`src/rtl/operand_demux_loader.sv`:
```
// ---------------------------------------------------------------------------
// operand_demux_loader : steers alternate operands into A/B, presents pair
// Revision: 1.0
// ---------------------------------------------------------------------------
`default_nettype none

module operand_demux_loader #(
  parameter int WIDTH = 4
) (
  input  logic             clk,
  input  logic             rst_n,
  input  logic             flush,
  input  logic             in_valid,
  output logic             in_ready,
  input  logic [WIDTH-1:0] in_data,
  output logic             next_slot,
  output logic             out_valid,
  input  logic             out_ready,
  output logic [WIDTH-1:0] out_a,
  output logic [WIDTH-1:0] out_b,
  output logic [7:0]       pair_cnt
);

  typedef enum logic [1:0] {
    LOAD_A = 2'd0,
    LOAD_B = 2'd1,
    HOLD   = 2'd2
  } state_t;

  state_t           state_q, state_d;
  logic [WIDTH-1:0] out_a_q, out_a_d;
  logic [WIDTH-1:0] out_b_q, out_b_d;
  logic [7:0]       pair_cnt_q, pair_cnt_d;
  logic             in_xfer;
  logic             out_xfer;

  // Handshake outputs come only from the state register, never from inputs.
  assign in_ready  = (state_q == LOAD_A) || (state_q == LOAD_B);
  assign out_valid = (state_q == HOLD);
  assign next_slot = (state_q == LOAD_B);
  assign out_a     = out_a_q;
  assign out_b     = out_b_q;
  assign pair_cnt  = pair_cnt_q;

  assign in_xfer  = in_valid & in_ready;
  assign out_xfer = out_valid & out_ready;

  always_comb begin
    state_d    = state_q;
    out_a_d    = out_a_q;
    out_b_d    = out_b_q;
    pair_cnt_d = pair_cnt_q;
    if (flush) begin
      // Abort wins over any same-cycle transfer; register contents are stale.
      state_d = LOAD_A;
    end else begin
      case (state_q)
        LOAD_A: begin
          if (in_xfer) begin
            out_a_d = in_data;
            state_d = LOAD_B;
          end
        end
        LOAD_B: begin
          if (in_xfer) begin
            out_b_d = in_data;
            state_d = HOLD;
          end
        end
        HOLD: begin
          if (out_xfer) begin
            pair_cnt_d = pair_cnt_q + 8'd1;
            state_d    = LOAD_A;
          end
        end
        default: state_d = LOAD_A;
      endcase
    end
  end

  always_ff @(posedge clk or negedge rst_n) begin
    if (!rst_n) begin
      state_q    <= LOAD_A;
      out_a_q    <= '0;
      out_b_q    <= '0;
      pair_cnt_q <= 8'd0;
    end else begin
      state_q    <= state_d;
      out_a_q    <= out_a_d;
      out_b_q    <= out_b_d;
      pair_cnt_q <= pair_cnt_d;
    end
  end

endmodule

`default_nettype wire

```
`config.mk`:
```
export PLATFORM = sky130hd
export DESIGN_NAME = operand_demux_loader
export DESIGN_NICKNAME = d
export VERILOG_FILES = /design/src/rtl/operand_demux_loader.sv
export SDC_FILE = /design/constraint.sdc
export NUM_CORES = 1
export LEC_CHECK = 0
export ABC_AREA = 1
export BUFFER_PORTS_ARGS = -buffer_cell sky130_fd_sc_hd__buf_4
export CORE_MARGIN = 10
export CORE_UTILIZATION = 43
export DETAILED_ROUTE_END_ITERATION = 7
export PLACE_DENSITY = 0.73
export SLEW_MARGIN = 20
export SYNTH_ARGS = -nofsm -noshare
export SYNTH_HDL_FRONTEND = slang
export SYNTH_SLANG_ARGS = --single-unit
export TNS_END_PERCENT = 20
```
`constraint.sdc`:
```
create_clock -name clk -period 1.1 [get_ports clk]
set_input_delay 0.33 -clock clk [delete_from_list [all_inputs] [get_ports clk]]
set_output_delay 0.33 -clock clk [all_outputs]
set_load 0.005 [all_outputs]
```
## Yosys cells after proc, flatten, opt, wreduce, memory -nomap -nowiden

Index checks and enable logic that the tools add are counted.

- $add $sub $neg: 1
- Equality and inequality tests: 5
- Muxes and demuxes: 5
- Bitwise operators: 3
- Reductions and logical operators: 6

Operators with widths:

| cell | number |
|---|---|
| $reduce_and 3->1 | 4 |
| $add 8x1->8 const B | 1 |
| $mux 2 | 4 |
| $ne 3x2->1 const B | 2 |
| $pmux 2 s3 | 1 |
| $ne 3x3->1 const B | 1 |
| $and 1x1->1 | 2 |
| $eq 2x1->1 const B | 1 |
| $eq 2x2->1 const B | 1 |
| $logic_not 2->1 | 1 |
| $logic_or 1x1->1 | 1 |
| $not 1->1 | 1 |

- Flip-flop bits (word level): 18
- Input port bits: 9
- Output and inout port bits: 19
- Word-level logic and storage cells: 24

## Longest topological paths before layout

- Depth in word-level cells: 6
- Depth in mapped cells: 7
- Mapped depth without buffers: 7

## Least setup slack after synthesis

Ideal clock, no wire load.

- Path type: reg-to-reg
- Start: register pair_cnt_q[0], in the netlist pair_cnt[0]
- End: register pair_cnt_q[4], in the netlist pair_cnt[4]
- Setup time: 121 ps
- Arrival time: 974 ps
- Data required time: 979 ps
- Slack: 5 ps
- Stages on the path, launching flop included: 6
- Path buffers: 0
- Clock period less this slack: 1095 ps
- Cell sequence: dfrtp_1 -> ha_1 -> inv_1 -> nor2_1 -> nand2_2 -> xor2_1

- Cells in the longest elaborated chain, start to end: 1

Ends and longest elaborated chain:

| item | RTL line | RTL |
|---|---|---|
| start, declared | 33 | `logic [7:0] pair_cnt_q, pair_cnt_d;` |
| start signal, assigned | 91 | `pair_cnt_q <= pair_cnt_d;` |
| $add 8x1->8 | 72 | `pair_cnt_d = pair_cnt_q + 8'd1;` |

Every way passes these cells.
A chain may end at the register's enable or synchronous reset.

## Final worst setup path

- Start: register state_q[1]
- End: output next_slot

- Cells in the longest elaborated chain, start to end: 1

Ends and longest elaborated chain:

| item | RTL line | RTL |
|---|---|---|
| start, declared | 30 | `state_t state_q, state_d;` |
| start signal, assigned | 88 | `state_q <= state_d;` |
| $eq 2x1->1 | 40 | `assign next_slot = (state_q == LOAD_B);` |
| end, declared | 16 | `output logic next_slot,` |

Every way passes these cells.

==> results.txt <==
fin cells -> 172
gpl congestion -> 0.826
die height -> 64.2 um
startpoint type of the worst setup path -> flip-flop
Reg2Reg Setup Slack -> -160 ps
Total Wirelength -> 2400 um
Net Count, Synth -> 107
GRT overflow -> 0
count leader, synth -> nand2_1
max incr delay on CP -> 430 ps
top-area cell type share of the netlist area -> 53.7%
die width -> 64.2 um
clk_skew -> 5.23 ps
Final Hold Fails -> 0
wire length per cell -> 13.9 um
clock tree buffer depth -> 2
area grow syn2layout -> 63.4%
Final Max Tran Viols -> 0
pwr dens -> 1470 nW/um^2
CP endpoint kind -> output port
I/O Buffers -> 27
Int Power -> 0.00142 W
Crit Path Category -> flip-flop to output port
Crit path arrival time -> 1030 ps
most used cell, CP -> inv_2
hpwl dp -> 1520 um
vias per inst -> 4.66
Hold Crit Class -> primary input to flip-flop
count of cell types in the netlist -> 17
post-synthesis register bit count -> 18
Final WS setup -> -261 ps
largest net degree at the start of global routing -> 19
Fin Setup TNS -> -3660 ps
global-route wire length before repair -> 4080 um
Sw Share -> 29.5%
actual slew at the worst max-slew pin -> 290 ps
Critical R2R Capture -> pair_cnt[4]
critical path cell sequence -> inv_2 -> nand2_2 -> inv_2 -> buf_6
Rel. slew slack -> 80.6%
share of cells above drive strength 1 -> 44.2%
Leakage -> 0.700 nW
combinational share of power -> 35.5%
syn avg cell area -> 8.64 um^2
1st-iter DRT viols -> 13
I/O pins -> 28
Primary FF master, synth -> dfrtp_1
Reg clk slew, reported paths -> 110 ps
# clock sinks -> 18
Detail Route Antenna Nets -> 0
EDFF count, synth -> 0
NetSw -> 0.000593 W
Critical Path End -> next_slot
fmax -> 735 MHz
CP max-delay cell -> dfrtp_1
Core Rows -> 15
drc violations -> 0
final setup vio count -> 32
CP max FO -> 3
Reg power frac -> 42.7%
R2R cell count -> 6
register area share after synthesis -> 53.7%
Max Cap Viol -> 0
number of synthesis warnings -> 0
worst endpoint required time -> 770 ps
VDD IR-drop max -> 1.02 mV
diode count -> 0
vias in the first global route -> 890
Setup crit start -> state_q[1]
RSZ-0062 raised after global routing -> yes
GR Util All Layers -> 12.3%
CTS buffer count -> 3
TritonCTS clock tree -> built
top cells by area, synth -> dfrtp_1 54%, nand2_1 14%, inv_1 6.7%
post-synthesis cell count -> 97
Reg-to-Reg Start -> state_q[1]
clock root buffer -> clkbuf_4
pre-CTS setup slack -> -56.1 ps
Post-synth top cells -> 31 x nand2_1, 18 x dfrtp_1, 15 x inv_1
post-synth design cell area -> 838 um^2
crit path time final -> 1360 ps
worst skew pair latency -> 310 ps
proportion of power drawn by the clock network -> 21.9%
asr flop ratio synth -> 100%
Nets -> 158
core area -> 1780 um^2
failing checks -> negative setup slack
Period Utilization, post-route -> 124%
area leader, netlist -> dfrtp_1
via count -> 802
CTS H-Tree Depth -> 1
initial antenna violation count -> 0
status -> complete, but fails checks
Cells after DPL -> 156
Initial Util -> 47.0%
1st-pass router iterations -> 4
Die Area -> 4120 um^2
## registers in the layout (all words and copies together), names as in the netlist
name      count
pair_cnt      8
out_a         4
out_b         4
state_q       2
## power groups by stage
| stage | clock network, W | registers, W | logic [W] |
|---|---|---|---|
| floorplan | 0 | 0.000868 | 0.000135 |
| global placement | 0 | 0.000852 | 0.000460 |
| detailed placement | 0 | 0.000857 | 0.000468 |
| CTS | 0.000443 | 0.000854 | 0.000680 |
| global route | 0.000476 | 0.000870 | 0.000772 |
| finish | 0.000439 | 0.000857 | 0.000712 |
## what timing repair did
item,4_1_cts,5_1_grt
endpoints found under the setup margin,35,36
endpoints found under the hold margin,18,0
hold buffers,1,0
gates resized for setup,28,11
gates cloned,0,0
pin swaps,2,2
setup buffers,10,1
## worst max-delay path, delay by kind of cell (launching register included)
family | cells | cell delay [ps]
AND/OR/NAND/NOR | 1 | 60
buffers and inverters | 3 | 220
flip-flops | 1 | 430
## area by class of cell
| type | instances | area, um^2 |
|---|---|---|
| Clock buffer | 4 | 36.3 |
| Fill cell | 122 | 413 |
| Inverter | 15 | 56.3 |
| Multi-Input combinational cell | 64 | 367 |
| Sequential cell | 18 | 453 |
| Tap cell | 25 | 31.3 |
| Timing Repair Buffer | 46 | 427 |
## layout by cell type (no fill, tap or decap)
cell type       n
o21ai_1         9
nand3_2         1
inv_1          12
nor3_4          1
nand3_1         2
xnor2_1         1
nand2_2         3
ha_1            1
o31ai_1         2
nand2_1        30
nand3b_1        1
buf_4          24
inv_2           3
dfrtp_2         2
dlygate4sd3_1   1
nor2_1          3
dfrtp_1        16
nor2_4          3
nand3_4         1
nor2_2          1
nand4_1         2
xor2_1          2
buf_6          21
clkbuf_8        1
clkbuf_4        3
nand2_4         1
## how the worst min path moves through the flow
stage,slack (ps),cells after the start,from,endpoint
2_1_floorplan,30,0,rst_n,out_a[0]
3_3_place_gp,210,1,rst_n,state_q[1]
4_1_cts,220,2,in_valid,state_q[0]
3_5_place_dp,210,1,rst_n,pair_cnt[7]
5_1_grt,240,2,in_valid,state_q[0]
6_report,240,2,in_valid,state_q[0]
## per-stage QoR
stage                     hold WS [ps]  power, W  cell area, um^2  utilization (%)
after floorplan                   34.4   0.00100              838                -
after global placement             210   0.00131             1120             63.1
after detailed placement           210   0.00133             1120             63.1
after CTS                          225   0.00198             1340             75.4
after global routing               243   0.00212             1370             76.8
final                              236   0.00201             1370             76.8
## layer usage
layer / part of all wire, % / GRT usage [%] / vias up
met5: 0 / 0 / -
met3: 7.4 / 4.70 / 5
met2: 49 / 21.5 / 22
met4: 1.6 / 5.35 / 0
met1: 42 / 12.8 / 371
li1: - / - / 404
## kinds of logic after synthesis
logic type,after synthesis,share of synthesized area (%)
and+or+nand+nor,49,27.8
DFF,18,53.7
buffers and inverters,15,6.72
AOI/OAI and AO/OA,11,7.16
xor gates and xnor gates,3,3.13
adders and majority gates,1,1.49
No activity file was read; power rests on OpenSTA's default activity.
